`config.mk`:
```
export PLATFORM = sky130hd
export DESIGN_NAME = mr_feeder_flat
export DESIGN_NICKNAME = d
export VERILOG_FILES = /design/src/rtl/mr_pkg.sv /design/src/rtl/mr_feeder_if.sv /design/src/rtl/mr_feeder_fifo.sv /design/src/rtl/mr_feeder.sv /design/src/flat_wrapper.sv
export SDC_FILE = /design/constraint.sdc
export NUM_CORES = 1
export LEC_CHECK = 0
export ABC_AREA = 1
export CAP_MARGIN = 20
export CELL_PAD_IN_SITES_DETAIL_PLACEMENT = 1
export CELL_PAD_IN_SITES_GLOBAL_PLACEMENT = 1
export CORE_MARGIN = 10
export CORE_UTILIZATION = 40
export DETAILED_ROUTE_END_ITERATION = 8
export GPL_TIMING_DRIVEN = 0
export PLACE_DENSITY = 0.74
export RECOVER_POWER = 50
export SETUP_SLACK_MARGIN = 0.5
export SYNTH_ARGS = -nofsm -noshare
export SYNTH_HDL_FRONTEND = slang
export SYNTH_SLANG_ARGS = --single-unit
```
`constraint.sdc`:
```
create_clock -name clk -period 13.7 [get_ports clk]
set_input_delay 3.425 -clock clk [delete_from_list [all_inputs] [get_ports clk]]
set_output_delay 3.425 -clock clk [all_outputs]
set_load 0.03 [all_outputs]
```
`src/rtl/mr_pkg.sv`:
```
// Shared constants and types for the modular-reduction feeder.
package mr_pkg;

    localparam int unsigned M_DEFAULT       = 12289;
    localparam int unsigned M_WIDTH_DEFAULT = $clog2(M_DEFAULT);
    localparam int unsigned U_WIDTH_DEFAULT = 31;

    typedef logic [M_WIDTH_DEFAULT-1:0] coef_t;

    typedef enum logic [1:0] {
        RUN   = 2'd0,
        DRAIN = 2'd1,
        DONE  = 2'd2
    } state_e;

endpackage

```
`src/rtl/mr_feeder_if.sv`:
```
// Operand, reducer and result handshake bundle; master is the feeder side.
interface mr_feeder_if
    import mr_pkg::*;
#(
    parameter int unsigned M_WIDTH = M_WIDTH_DEFAULT,
    parameter int unsigned U_WIDTH = U_WIDTH_DEFAULT
) ();

    logic [M_WIDTH-1:0] in_a;
    logic [M_WIDTH-1:0] in_b;
    logic               in_valid;
    logic               in_ready;
    logic [U_WIDTH-1:0] u_out;
    logic               u_valid;
    logic [M_WIDTH-1:0] z_in;
    logic               z_valid;
    logic [M_WIDTH-1:0] out_z;
    logic               out_valid;
    logic               out_ready;

    modport master (
        input  in_a, in_b, in_valid, z_in, z_valid, out_ready,
        output in_ready, u_out, u_valid, out_z, out_valid
    );

    modport slave (
        output in_a, in_b, in_valid, z_in, z_valid, out_ready,
        input  in_ready, u_out, u_valid, out_z, out_valid
    );

endinterface

```
`src/rtl/mr_feeder_fifo.sv`:
```
// In-order result FIFO with first-word fall-through head and count output.
// A write arriving while full is dropped and flagged on drop_o.
module mr_feeder_fifo #(
    parameter int unsigned DEPTH = 8,
    parameter int unsigned WIDTH = 14
) (
    input  logic                    clk,
    input  logic                    rst_n,
    input  logic                    wr_en_i,
    input  logic [WIDTH-1:0]        wr_data_i,
    input  logic                    rd_en_i,
    output logic [WIDTH-1:0]        rd_data_o,
    output logic [$clog2(DEPTH):0]  count_o,
    output logic                    drop_o
);

    localparam int unsigned PtrW = $clog2(DEPTH);

    logic [WIDTH-1:0] mem_q [DEPTH];
    logic [PtrW-1:0]  wr_ptr_q, wr_ptr_d;
    logic [PtrW-1:0]  rd_ptr_q, rd_ptr_d;
    logic [PtrW:0]    count_q, count_d;
    logic             full, empty, do_wr, do_rd;

    assign full   = (count_q == (PtrW+1)'(DEPTH));
    assign empty  = (count_q == '0);
    assign do_wr  = wr_en_i && !full;
    assign do_rd  = rd_en_i && !empty;
    assign drop_o = wr_en_i && full;

    assign rd_data_o = mem_q[rd_ptr_q];
    assign count_o   = count_q;

    always_comb begin
        wr_ptr_d = wr_ptr_q;
        rd_ptr_d = rd_ptr_q;
        count_d  = count_q;
        if (do_wr) wr_ptr_d = wr_ptr_q + 1'b1;
        if (do_rd) rd_ptr_d = rd_ptr_q + 1'b1;
        unique case ({do_wr, do_rd})
            2'b10:   count_d = count_q + 1'b1;
            2'b01:   count_d = count_q - 1'b1;
            default: count_d = count_q;
        endcase
    end

    // Storage is cleared on reset so the head reads zero out of reset.
    always_ff @(posedge clk) begin
        if (!rst_n) begin
            wr_ptr_q <= '0;
            rd_ptr_q <= '0;
            count_q  <= '0;
            for (int i = 0; i < DEPTH; i++) begin
                mem_q[i] <= '0;
            end
        end else begin
            wr_ptr_q <= wr_ptr_d;
            rd_ptr_q <= rd_ptr_d;
            count_q  <= count_d;
            if (do_wr) begin
                mem_q[wr_ptr_q] <= wr_data_i;
            end
        end
    end

endmodule

```
`src/rtl/mr_feeder.sv`:
```
// Issue/collect front end of the modular reducer with credit-based admission.
// Define MR_FEEDER_RANGE_CHECK_EN to add the sticky range_err output.
module mr_feeder
    import mr_pkg::*;
#(
    parameter int unsigned U_WIDTH = U_WIDTH_DEFAULT,
    parameter int unsigned M       = M_DEFAULT,
    parameter int unsigned M_WIDTH = $clog2(M),
    parameter int unsigned DEPTH   = 8
) (
    input  logic        clk,
    input  logic        rst_n,
    mr_feeder_if.master bus,
    input  logic        flush_req,
    output logic        flush_done,
    output logic        ovf_err
`ifdef MR_FEEDER_RANGE_CHECK_EN
    ,
    output logic        range_err
`endif
);

    localparam int unsigned OccW = $clog2(DEPTH) + 1;

    if (2 * M_WIDTH > U_WIDTH) begin : g_chk_uw
        $error("U_WIDTH cannot hold the full operand product");
    end
    if (DEPTH < 2 || DEPTH > 64 || (DEPTH & (DEPTH - 1)) != 0) begin : g_chk_depth
        $error("DEPTH must be a power of two in 2..64");
    end
    if (M >= (1 << M_WIDTH)) begin : g_chk_m
        $error("M does not fit in M_WIDTH bits");
    end

    state_e              state_q, state_d;
    logic [OccW-1:0]     occ_q, occ_d;
    logic [U_WIDTH-1:0]  u_out_q, u_out_d;
    logic                u_valid_q;
    logic                ovf_err_q;
    logic                accept, pop, fifo_drop;
    logic [OccW-1:0]     fifo_count;
    logic [2*M_WIDTH-1:0] prod;

    // Occupancy counts in-flight plus stored results, so admission can never
    // oversubscribe the FIFO even though the reducer cannot be stalled.
    assign bus.in_ready = rst_n && (state_q == RUN) && (occ_q < OccW'(DEPTH));
    assign accept       = bus.in_valid && bus.in_ready;
    assign pop          = bus.out_valid && bus.out_ready;

    assign prod    = {{M_WIDTH{1'b0}}, bus.in_a} * {{M_WIDTH{1'b0}}, bus.in_b};
    assign u_out_d = accept ? U_WIDTH'(prod) : u_out_q;

    assign bus.u_out   = u_out_q;
    assign bus.u_valid = u_valid_q;
    assign flush_done  = (state_q == DONE);
    assign ovf_err     = ovf_err_q;

    always_comb begin
        occ_d = occ_q;
        unique case ({accept, pop})
            2'b10:   occ_d = occ_q + 1'b1;
            2'b01:   occ_d = occ_q - 1'b1;
            default: occ_d = occ_q;
        endcase
    end

    always_comb begin
        state_d = state_q;
        unique case (state_q)
            RUN:     if (flush_req) state_d = DRAIN;
            DRAIN:   if (occ_q == '0) state_d = DONE;
            DONE:    state_d = RUN;
            default: state_d = RUN;
        endcase
    end

    always_ff @(posedge clk) begin
        if (!rst_n) begin
            state_q   <= RUN;
            occ_q     <= '0;
            u_out_q   <= '0;
            u_valid_q <= 1'b0;
            ovf_err_q <= 1'b0;
        end else begin
            state_q   <= state_d;
            occ_q     <= occ_d;
            u_out_q   <= u_out_d;
            u_valid_q <= accept;
            if (fifo_drop) ovf_err_q <= 1'b1;
        end
    end

    mr_feeder_fifo #(
        .DEPTH (DEPTH),
        .WIDTH (M_WIDTH)
    ) u_fifo (
        .clk       (clk),
        .rst_n     (rst_n),
        .wr_en_i   (bus.z_valid),
        .wr_data_i (bus.z_in),
        .rd_en_i   (pop),
        .rd_data_o (bus.out_z),
        .count_o   (fifo_count),
        .drop_o    (fifo_drop)
    );

    assign bus.out_valid = (fifo_count != '0);

`ifdef MR_FEEDER_RANGE_CHECK_EN
    localparam logic [M_WIDTH:0] MVal = (M_WIDTH+1)'(M);
    logic range_err_q;

    always_ff @(posedge clk) begin
        if (!rst_n) begin
            range_err_q <= 1'b0;
        end else if (bus.z_valid && ({1'b0, bus.z_in} >= MVal)) begin
            range_err_q <= 1'b1;
        end
    end

    assign range_err = range_err_q;
`endif

endmodule

```
`src/flat_wrapper.sv`:
```
// flat-port wrapper written by rule: the top's interface ports become plain ports
module mr_feeder_flat import mr_pkg::*;
#(
    parameter int unsigned U_WIDTH = U_WIDTH_DEFAULT,
    parameter int unsigned M       = M_DEFAULT,
    parameter int unsigned M_WIDTH = $clog2(M),
    parameter int unsigned DEPTH   = 8
)
  (clk, rst_n, flush_req, flush_done, ovf_err, bus_in_a, bus_in_b, bus_in_valid, bus_z_in, bus_z_valid, bus_out_ready, bus_in_ready, bus_u_out, bus_u_valid, bus_out_z, bus_out_valid);
  mr_feeder_if #(.M_WIDTH(M_WIDTH), .U_WIDTH(U_WIDTH)) bus_i ();
  input  logic clk;
  input  logic rst_n;
  input  logic flush_req;
  output logic flush_done;
  output logic ovf_err;
  input wire logic [$bits(bus_i.in_a)-1:0] bus_in_a;
  input wire logic [$bits(bus_i.in_b)-1:0] bus_in_b;
  input wire logic [$bits(bus_i.in_valid)-1:0] bus_in_valid;
  input wire logic [$bits(bus_i.z_in)-1:0] bus_z_in;
  input wire logic [$bits(bus_i.z_valid)-1:0] bus_z_valid;
  input wire logic [$bits(bus_i.out_ready)-1:0] bus_out_ready;
  output wire logic [$bits(bus_i.in_ready)-1:0] bus_in_ready;
  output wire logic [$bits(bus_i.u_out)-1:0] bus_u_out;
  output wire logic [$bits(bus_i.u_valid)-1:0] bus_u_valid;
  output wire logic [$bits(bus_i.out_z)-1:0] bus_out_z;
  output wire logic [$bits(bus_i.out_valid)-1:0] bus_out_valid;
  assign bus_i.in_a = bus_in_a;
  assign bus_i.in_b = bus_in_b;
  assign bus_i.in_valid = bus_in_valid;
  assign bus_i.z_in = bus_z_in;
  assign bus_i.z_valid = bus_z_valid;
  assign bus_i.out_ready = bus_out_ready;
  assign bus_in_ready = bus_i.in_ready;
  assign bus_u_out = bus_i.u_out;
  assign bus_u_valid = bus_i.u_valid;
  assign bus_out_z = bus_i.out_z;
  assign bus_out_valid = bus_i.out_valid;
  mr_feeder #(.U_WIDTH(U_WIDTH), .M(M), .M_WIDTH(M_WIDTH), .DEPTH(DEPTH)) u_core (.clk(clk), .rst_n(rst_n), .bus(bus_i), .flush_req(flush_req), .flush_done(flush_done), .ovf_err(ovf_err));
endmodule
```
==> qor.yml <==
run_status:
  status: "finished, final reports clean"
placement:
  gp_congestion: 0.860
  io_buffers: 93
  dp_hpwl_um: 35000
logic_synthesis:
  synth_cells: 1759
  yosysWarnings: 0
  synth.distinct_cells: 40
  post-synth-top-count-cell: "nand2_1"
  syn_area_um2: 14200
  synth_top_area_share_pct: 23.7
  synth_top_area_cell: "edfxtp_1"
  ys_top_cells_by_count: "nand2_1, inv_1, nor2_1, fa_1, edfxtp_1"
  netlist_top_cells_area: "edfxtp_1, fa_1, nand2_1"
  synth_edf_count: 112
  synthFlopType: "edfxtp_1"
  async_flop_share_pct: 0
  avgSynthCellArea_um2: 8.08
  yosysSeqAreaShare_pct: 30.6
  synth_seq_cells: 161
critical_path:
  worst_ep_required_time_ns: 14.03
  path_class: "in2reg"
  r2r-end: "u_core.occ_q[3]"
  r2r_slack_ns: 10.80
  critPathLaunchType: "primary input"
  cp_max_fo: 10
  cp.arrival_ns: 9.62
  rr_worst_depth: 10
  worst_setup_path_end_kind: "flop"
  worstReg2RegStart: "u_core.occ_q[3]"
final_layout:
  n_fill_cell: 4247
  drive_gt1_share_pct: 3.08
  syn2layout_area_growth_pct: 14.0
  insertedDiodeCount: 0
  final_nets: 2164
timing:
  tns_ns: 0
  period_share_pct: 67.8
  fin_skew_ns: 0.0154
  hold_viol_final: 0
  relSlewSlack_pct: 44.8
  drv_slew: 0
  finalSetupViolCount: 0
  tightest_slew_ns: 0.829
  fmax_mhz: 108
  fin_crit_ns: 9.29
  rsz0062_at_grt: "false"
min_path:
  holdPathEnd: "u_core.ovf_err"
  min_from: "u_core.ovf_err"
  hold_path.class: "reg2reg"
  hold_depth: 2
drt:
  initialDrtViolationCount: 684
  dr.pass1.iters: 5
  post-route-drc-count: 0
  viasPerCell: 5.07
  num_vias: 11900
  ant_nets: 0
  wl_per_cell_um: 18.6
  wirelength_um: 43500
global_route:
  antenna_found_initial: 0
  grt.total_usage_pct: 20.3
  grt_pass1_wl_um: 70600
  overflow: 0
  first_global_vias: 13000
  grt_max_degree: 18
clock_tree:
  cts_resized: 0
  htree_levels: 4
  cts-root-buf: "clkbuf_16"
  clk_path_buf_depth: 2
  cts_tree: "built"
  clock-sinks: 161
  path_clk_slew_ns: 0.07
  post_cts_buffers: 0
  cts_buffers: 17
  cts_hold_buf: 0
  clock_latency_ns: 0.44
floorplanning:
  die_w_um: 208
  rows: 68
  coreArea_um2: 34800
  num_io_pins: 98
  initial_core_util_pct: 40.8
  die_h_um: 208
  die_area_um2: 43500
pwr:
  totalPowerFinal_w: 0.00377
  powerDensity_nw_per_um2: 233
  peakVddDrop_v: 0.000219
  p_leak_nw: 8.40
job:
  maxCapViolCount: 0
==> worst max-delay path by stage <==
stage                           end   startpoint  slack (ns)  cells after the start
2_1_floorplan  u_core.bus.u_out[13]  bus_in_a[7]        5.63                     20
3_3_place_gp   u_core.bus.u_out[27]  bus_in_a[7]        4.14                     22
3_5_place_dp   u_core.bus.u_out[19]  bus_in_b[2]        4.03                     24
4_1_cts        u_core.bus.u_out[19]  bus_in_b[2]        4.47                     24
5_1_grt        u_core.bus.u_out[27]  bus_in_a[7]        4.12                     22
6_report       u_core.bus.u_out[19]  bus_in_a[6]        4.41                     24
==> stage by stage <==
stage               cell area, µm²  hold WS [ns]  instances  utilization (%)  setup WS (ns)
global placement             15700         0.442       2309             45.2           4.14
floorplan                    14200         0.433       1761                -           5.63
global route                 16200         0.476       2341             46.6           4.12
detailed placement           15700         0.456       2309             45.2           4.03
CTS                          16300         0.469       2341             46.8           4.47
finish                       16200         0.459       2341             46.6           4.41
==> worst max-delay path: stages <==
cell and delay [ns]:
clkdlybuf4s50_1 0.67, clkbuf_1 0.65, nand2_1 0.13, inv_1 0.11, fa_1 0.17, inv_1 0.06
fa_1 0.52, inv_1 0.06, fa_1 0.49, fa_1 0.50, fa_1 0.51, inv_1 0.05
fa_1 0.48, inv_1 0.05, ha_1 0.41, nand2_1 0.14, nor2_1 0.30, nand3_1 0.12
nand3_1 0.24, nand3_1 0.14, nand3_1 0.10, nand3_1 0.15, nand2_1 0.09, inv_1 0.04
==> kinds of logic (layout without fill, tap and decap cells) <==
group,count (synthesis),after routing,share of synthesized area [%]
xor gates and xnor gates,16,16,0.986
buffers and inverters,444,569,12.3
AOI/OAI and AO/OA,178,178,6.98
and+or+nand+nor,716,716,20.2
DFF,161,161,30.6
adders and majority gates,243,243,28.9
other,1,3,0.0264
==> flip-flops by register name, indices dropped and copies added, names as in the netlist, named ones only <==
register	flops
u_core.u_fifo.wr_ptr_q	3
u_core.bus.u_out	28
u_core.bus.u_valid	1
u_core.u_fifo.mem_q	112
u_core.u_fifo.rd_ptr_q	3
u_core.occ_q	4
u_core.u_fifo.count_o	4
u_core.ovf_err	1
u_core.state_q	2
==> metal layers <==
layer / share of wire, % / GRT usage [%] / vias up / wire (µm)
met5: 0 / 0 / - / 0
met4: 1.5 / 4.16 / 0 / 650
met3: 4.6 / 3.13 / 40 / 2010
met2: 49 / 34.7 / 253 / 21300
met1: 45 / 26.5 / 5991 / 19500
li1: - / - / 5595 / -
==> final cells by class <==
class	count	area (µm²)	area share, %
Sequential cell	161	4340	26.8
Timing Repair Buffer	93	931	5.75
Multi-Input combinational cell	1156	8070	49.8
Inverter	375	1410	8.70
Tap cell	455	569	3.51
Buffer	69	308	1.90
Clock buffer	17	425	2.63
Clock inverter	15	143	0.880
==> cell usage in the layout (no fill, tap or decap), drive strengths merged, types with 21 or more instances in the layout <==
cell type        n
nor2           258
o21a            21
nand2          384
dlygate4sd3     31
a21oi           43
o21ai           80
ha             100
nand3           49
clkbuf          70
dfxtp           49
clkdlybuf4s50   62
edfxtp         112
fa             143
inv            378
==> report_power, final <==
part           internal, W  total, W  switching, W
clock network     0.000240  0.000465      0.000225
registers         0.000584  0.000621     0.0000377
logic             0.000923   0.00268       0.00176
total              0.00175   0.00377       0.00202
No activity file was read; power rests on OpenSTA's default activity.
